--- config.mk ---
export PLATFORM = sky130hd
export DESIGN_NAME = uart_cmd_decoder
export DESIGN_NICKNAME = d
export VERILOG_FILES = /design/src/rtl/uart_cmd_decoder.sv
export SDC_FILE = /design/constraint.sdc
export NUM_CORES = 1
export LEC_CHECK = 0
export BUFFER_PORTS_ARGS = -buffer_cell sky130_fd_sc_hd__buf_2
export CORE_ASPECT_RATIO = 0.5
export CORE_MARGIN = 2
export CORE_UTILIZATION = 45
export CTS_CLUSTER_DIAMETER = 200
export DETAILED_ROUTE_END_ITERATION = 10
export PLACE_DENSITY = 0.65
export SLEW_MARGIN = 30
export SYNTH_ARGS = -nofsm -noshare
export SYNTH_HDL_FRONTEND = slang
export SYNTH_SLANG_ARGS = --single-unit
--- constraint.sdc ---
create_clock -name iClk -period 2 [get_ports iClk]
set_input_delay 0.4 -clock iClk [delete_from_list [all_inputs] [get_ports iClk]]
set_output_delay 0.4 -clock iClk [all_outputs]
set_load 0.005 [all_outputs]
--- src/rtl/uart_cmd_decoder.sv ---
// Turns the UART receive byte stream into command pulses for the control unit.
// A line is one or two printable characters followed by CR or LF.
module uart_cmd_decoder #(
  parameter int unsigned P_BTN_PULSE_CYC = 100000,
  parameter int unsigned P_TIMEOUT_CYC   = 100000000
) (
  input  logic       iClk,
  input  logic       iRstn,
  input  logic [7:0] iRxData,
  input  logic       iRxValid,
  output logic       oBtnC,
  output logic       oBtnU,
  output logic       oBtnD,
  output logic       oBtnL,
  output logic       oBtnR,
  output logic       oTglSw0,
  output logic       oTglSw1,
  output logic       oTglSw2,
  output logic       oTglSw3,
  output logic       oClrSwTgl,
  output logic       oReqWatchRpt,
  output logic       oReqSr04Rpt,
  output logic       oReqTempRpt,
  output logic       oReqHumRpt,
  output logic       oCmdOk,
  output logic       oCmdErr
);

  localparam int unsigned BtnW = (P_BTN_PULSE_CYC > 1) ? $clog2(P_BTN_PULSE_CYC) : 1;
  localparam int unsigned ToW  = $clog2(P_TIMEOUT_CYC);
  localparam logic [BtnW-1:0] BtnLast = BtnW'(P_BTN_PULSE_CYC - 1);
  localparam logic [ToW-1:0]  ToLast  = ToW'(P_TIMEOUT_CYC - 1);

  typedef enum logic [1:0] {StIdle, StOne, StTwo, StDiscard} state_e;

  state_e          state_q, state_d;
  logic [7:0]      c0_q, c0_d;
  logic [7:0]      c1_q, c1_d;
  logic [ToW-1:0]  to_cnt_q, to_cnt_d;

  // Pending-execute stage: line contents latched at the terminator edge.
  logic            exec1_q, exec1_d;
  logic            exec2_q, exec2_d;
  logic            line_err_q, line_err_d;
  logic [7:0]      cmd0_q, cmd0_d;
  logic [7:0]      cmd1_q, cmd1_d;

  logic [4:0]      btn_q, btn_d;
  logic [BtnW-1:0] btn_cnt_q, btn_cnt_d;
  logic [3:0]      tgl_q, tgl_d;
  logic            clr_q, clr_d;
  logic [3:0]      req_q, req_d;
  logic            ok_q, ok_d;
  logic            err_q, err_d;

  logic       rx_evt;
  logic       is_term;
  logic       is_print;
  logic [7:0] rx_fold;

  always_comb begin
    rx_evt   = iRxValid && (iRxData != 8'h20);
    is_term  = (iRxData == 8'h0D) || (iRxData == 8'h0A);
    is_print = (iRxData >= 8'h21) && (iRxData <= 8'h7E);
    rx_fold  = ((iRxData >= 8'h61) && (iRxData <= 8'h7A)) ? (iRxData - 8'h20) : iRxData;
  end

  // Line FSM and mid-line timeout.
  always_comb begin
    state_d    = state_q;
    c0_d       = c0_q;
    c1_d       = c1_q;
    to_cnt_d   = to_cnt_q;
    exec1_d    = 1'b0;
    exec2_d    = 1'b0;
    line_err_d = 1'b0;
    cmd0_d     = c0_q;
    cmd1_d     = c1_q;
    if (rx_evt) begin
      to_cnt_d = '0;
      unique case (state_q)
        StIdle: begin
          if (is_print) begin
            c0_d    = rx_fold;
            state_d = StOne;
          end else if (!is_term) begin
            state_d = StDiscard;
          end
        end
        StOne: begin
          if (is_print) begin
            c1_d    = rx_fold;
            state_d = StTwo;
          end else if (is_term) begin
            exec1_d = 1'b1;
            state_d = StIdle;
            c0_d    = '0;
            c1_d    = '0;
          end else begin
            state_d = StDiscard;
          end
        end
        StTwo: begin
          if (is_term) begin
            exec2_d = 1'b1;
            state_d = StIdle;
            c0_d    = '0;
            c1_d    = '0;
          end else begin
            state_d = StDiscard;
          end
        end
        StDiscard: begin
          if (is_term) begin
            line_err_d = 1'b1;
            state_d    = StIdle;
            c0_d       = '0;
            c1_d       = '0;
          end
        end
        default: state_d = StIdle;
      endcase
    end else if (state_q != StIdle) begin
      if (to_cnt_q == ToLast) begin
        line_err_d = 1'b1;
        state_d    = StIdle;
        c0_d       = '0;
        c1_d       = '0;
        to_cnt_d   = '0;
      end else begin
        to_cnt_d = to_cnt_q + 1'b1;
      end
    end
  end

  logic [4:0] btn_new;
  logic [3:0] tgl_new;
  logic       clr_new;
  logic [3:0] req_new;
  logic       hit;

  // Command decode and output pulse generation.
  always_comb begin
    btn_new = '0;
    tgl_new = '0;
    clr_new = 1'b0;
    req_new = '0;
    if (exec1_q) begin
      case (cmd0_q)
        "C":     btn_new = 5'b00001;
        "U":     btn_new = 5'b00010;
        "D":     btn_new = 5'b00100;
        "L":     btn_new = 5'b01000;
        "R":     btn_new = 5'b10000;
        default: btn_new = '0;
      endcase
    end
    if (exec2_q) begin
      if (cmd0_q == "T") begin
        case (cmd1_q)
          "0":     tgl_new = 4'b0001;
          "1":     tgl_new = 4'b0010;
          "2":     tgl_new = 4'b0100;
          "3":     tgl_new = 4'b1000;
          "X":     clr_new = 1'b1;
          default: tgl_new = '0;
        endcase
      end else if (cmd0_q == "?") begin
        case (cmd1_q)
          "W":     req_new = 4'b0001;
          "S":     req_new = 4'b0010;
          "T":     req_new = 4'b0100;
          "H":     req_new = 4'b1000;
          default: req_new = '0;
        endcase
      end
    end
    hit   = (|btn_new) | (|tgl_new) | clr_new | (|req_new);
    tgl_d = tgl_new;
    clr_d = clr_new;
    req_d = req_new;
    ok_d  = hit;
    err_d = line_err_q | ((exec1_q | exec2_q) & ~hit);

    btn_d     = btn_q;
    btn_cnt_d = btn_cnt_q;
    // A new button replaces any active one with no gap; other commands leave it alone.
    if (|btn_new) begin
      btn_d     = btn_new;
      btn_cnt_d = BtnLast;
    end else if (|btn_q) begin
      if (btn_cnt_q == '0) begin
        btn_d = '0;
      end else begin
        btn_cnt_d = btn_cnt_q - 1'b1;
      end
    end
  end

  always_ff @(posedge iClk or negedge iRstn) begin
    if (!iRstn) begin
      state_q    <= StIdle;
      c0_q       <= '0;
      c1_q       <= '0;
      to_cnt_q   <= '0;
      exec1_q    <= 1'b0;
      exec2_q    <= 1'b0;
      line_err_q <= 1'b0;
      cmd0_q     <= '0;
      cmd1_q     <= '0;
      btn_q      <= '0;
      btn_cnt_q  <= '0;
      tgl_q      <= '0;
      clr_q      <= 1'b0;
      req_q      <= '0;
      ok_q       <= 1'b0;
      err_q      <= 1'b0;
    end else begin
      state_q    <= state_d;
      c0_q       <= c0_d;
      c1_q       <= c1_d;
      to_cnt_q   <= to_cnt_d;
      exec1_q    <= exec1_d;
      exec2_q    <= exec2_d;
      line_err_q <= line_err_d;
      cmd0_q     <= cmd0_d;
      cmd1_q     <= cmd1_d;
      btn_q      <= btn_d;
      btn_cnt_q  <= btn_cnt_d;
      tgl_q      <= tgl_d;
      clr_q      <= clr_d;
      req_q      <= req_d;
      ok_q       <= ok_d;
      err_q      <= err_d;
    end
  end

  assign oBtnC        = btn_q[0];
  assign oBtnU        = btn_q[1];
  assign oBtnD        = btn_q[2];
  assign oBtnL        = btn_q[3];
  assign oBtnR        = btn_q[4];
  assign oTglSw0      = tgl_q[0];
  assign oTglSw1      = tgl_q[1];
  assign oTglSw2      = tgl_q[2];
  assign oTglSw3      = tgl_q[3];
  assign oClrSwTgl    = clr_q;
  assign oReqWatchRpt = req_q[0];
  assign oReqSr04Rpt  = req_q[1];
  assign oReqTempRpt  = req_q[2];
  assign oReqHumRpt   = req_q[3];
  assign oCmdOk       = ok_q;
  assign oCmdErr      = err_q;

endmodule

==> metrics.cfg <==
[placed_design]
place_ws_ps=-382.6
place_congestion=0.8326
io_buffer_count=26
hpwl_um=7800

[floorplan]
core.rowCount=26
die_h_um=76.10
core_area_um2=10150
die_w_um=148.2
initial_utilization=0.4609
ios=27
die_area_um2=11280

[sta]
fin_crit_sh=1.017
fin_crit_ps=2035
hold_violations=0
fin_tns_setup_ps=-96.48
worst_clock_skew_ps=6.954
relSlewSlack=0.6536
finalMaxSlewViolations=0
fmax_ghz=0.4914
setup_ws_ps=-34.87
rsz0062_at_grt=yes
setup_viol=7
worst_pin_slew_ps=512.7

[global_route]
grt_first_pass_wirelength_um=19020
grt.overflow.total=0
antenna_found_initial=0
grt_max_degree=32
grt_pass1_vias=4051
grt_usage=0.2116

[cts]
cts_tree=yes
clk_pin_slew_ps=70
cts.sinks=97
clockBufferDepth=2
clock_tree.root_cell=clkbuf_16
numCtsBuffers=9
clk_latency_ps=350
htreeDepth=3

[synth]
synthFlopType=dfrtp_1
yosys_warnings=0
synthCells=457
synth-async-reset-ratio=1.000
synthTopCellsByArea=dfrtp_1 52%, nor2_1 3.8%, nand2_1 3.6%
synth_edf_count=0
synth-seq-cells=97
synth_most_common_cell=dfrtp_1
yosysSeqAreaShare=0.5189
synth_top_area_frac=0.5189
ys_types=57
ys_top_cells_by_count=97 x dfrtp_1, 47 x nor2_1, 45 x nand2_1
netlist_area_um2=4678
syn-num-nets=473
yosys.area.top_type=dfrtp_1
postSynthAreaPerCell_um2=10.24

[status]
violations=negative setup slack
status=complete, but fails checks

[setup_path]
required_ps=2270
r2r_setup_slack_ps=-30
worst_ep_arrival_time_ps=2310
cp-start-kind=flip-flop
endpoint_kind=flip-flop
worstPathMaxFanout=6
crit_type=reg2reg
reg2reg_depth=6

[drt]
drt_iter0_drc=127
dr.pass1.iters=4
route.detailed.drc=0
wl_per_cell_um=15.55
viasPerCell=5.530
ant_nets=0
dr_total_vias=4020
routed_wl_um=11300

[pwr]
power_mw=4.123
irDropWorstVdd_mv=0.4662
power_density_nw_per_um2=648.6
leakage_nw=3.031

[hold_path]
hold_class=in2reg
hold_path_depth=3

[finish]
drive_gt1_frac=0.3305
regArea_um2=2429
antenna-diode-count=0
final_nets=598
area_delta_synth_final_pct=35.87
fillers=839
multi_input_area_um2=2424

[run]
max_cap_violations=0

cell usage in the layout (no fill, tap or decap), types with 8 or more instances in the layout:
cell and count:
nand2_1 36, o21ai_0 8, a22o_1 12, dfrtp_1 96
nand2_2 9, buf_6 8, clkbuf_16 9, buf_2 25
mux2i_1 10, buf_4 87, o211ai_1 13, nor2_1 45
xor2_1 9, nand4_1 12, xnor2_1 13, nand3_1 18
where the power goes:
group	switching, mW	internal, mW	total, mW
registers	0.0344	2.01	2.04
clock network	0.781	0.983	1.76
logic	0.178	0.140	0.318
total	0.994	3.13	4.12
routing by layer:
layer,GRT usage,up-vias,part of all wire
met5,0,-,0
li1,-,1967,-
met1,0.2601,1964,0.44
met3,0.04671,20,0.033
met2,0.3625,69,0.50
met4,0.08857,0,0.023
stage by stage:
stage | util | cell area (um2) | std cells | hold slack, ps
after floorplan | - | 4723 | 457 | 104.4
after global placement | 0.5595 | 5679 | 698 | 357.5
after detailed placement | 0.5595 | 5679 | 698 | 360.2
after CTS | 0.6026 | 6116 | 721 | 370.8
after global routing | 0.6262 | 6356 | 727 | 397.4
final | 0.6262 | 6356 | 727 | 379.4
flip-flops by register name (all words and copies together), names as in the netlist, 2 cells and up:
register / count
to_cnt_q: 27
btn_cnt_q: 17
c0_q: 8
c1_q: 8
cmd0_q: 8
cmd1_q: 8
btn_q: 5
req_q: 4
tgl_q: 4
state_q: 2
critical path: stages, from the launching register on:
cell,delay (ps)
dfrtp_1,380
or4b_4,220
and4bb_2,250
buf_6,140
a211o_4,360
or4_1,510
o211ai_1,90
kinds of logic after synthesis:
| kind of cell | count (synthesis) | synth area share |
|---|---|---|
| adders and majority gates | 5 | 0.01337 |
| buffers and inverters | 21 | 0.02033 |
| and+or+nand+nor | 204 | 0.2313 |
| muxes | 10 | 0.02140 |
| DFF | 97 | 0.5189 |
| AOI/OAI and AO/OA | 98 | 0.1535 |
| xor gates and xnor gates | 22 | 0.04119 |
area by class of cell:
cell class                 count  share of cell area
multi-input combinational    339              0.3813
sequential                    97              0.3821
tap                          140             0.02756
timing repair buffer         127              0.1563
clock buffer                   9             0.03543
inverter                       8            0.005512
clock inverter                 7             0.01181
final timing paths:
kind                           endpoint    startpoint
max reg2reg                to_cnt_q[24]  to_cnt_q[18]
min in group asynchronous  btn_cnt_q[4]         iRstn
min reg2reg                   cmd1_q[7]       c1_q[7]
min                             c0_q[4]      iRxValid
max in group asynchronous      tgl_q[0]         iRstn
max                        to_cnt_q[24]  to_cnt_q[18]
what timing repair did:
action	4_1_cts	5_1_grt
resized for setup	15	47
gates cloned	0	1
setup endpoints to repair	24	58
endpoints found under the hold margin	28	0
hold buffers	1	0
pin swaps	7	31
setup buffers	6	5
Power figures use the tool's default switching activity.
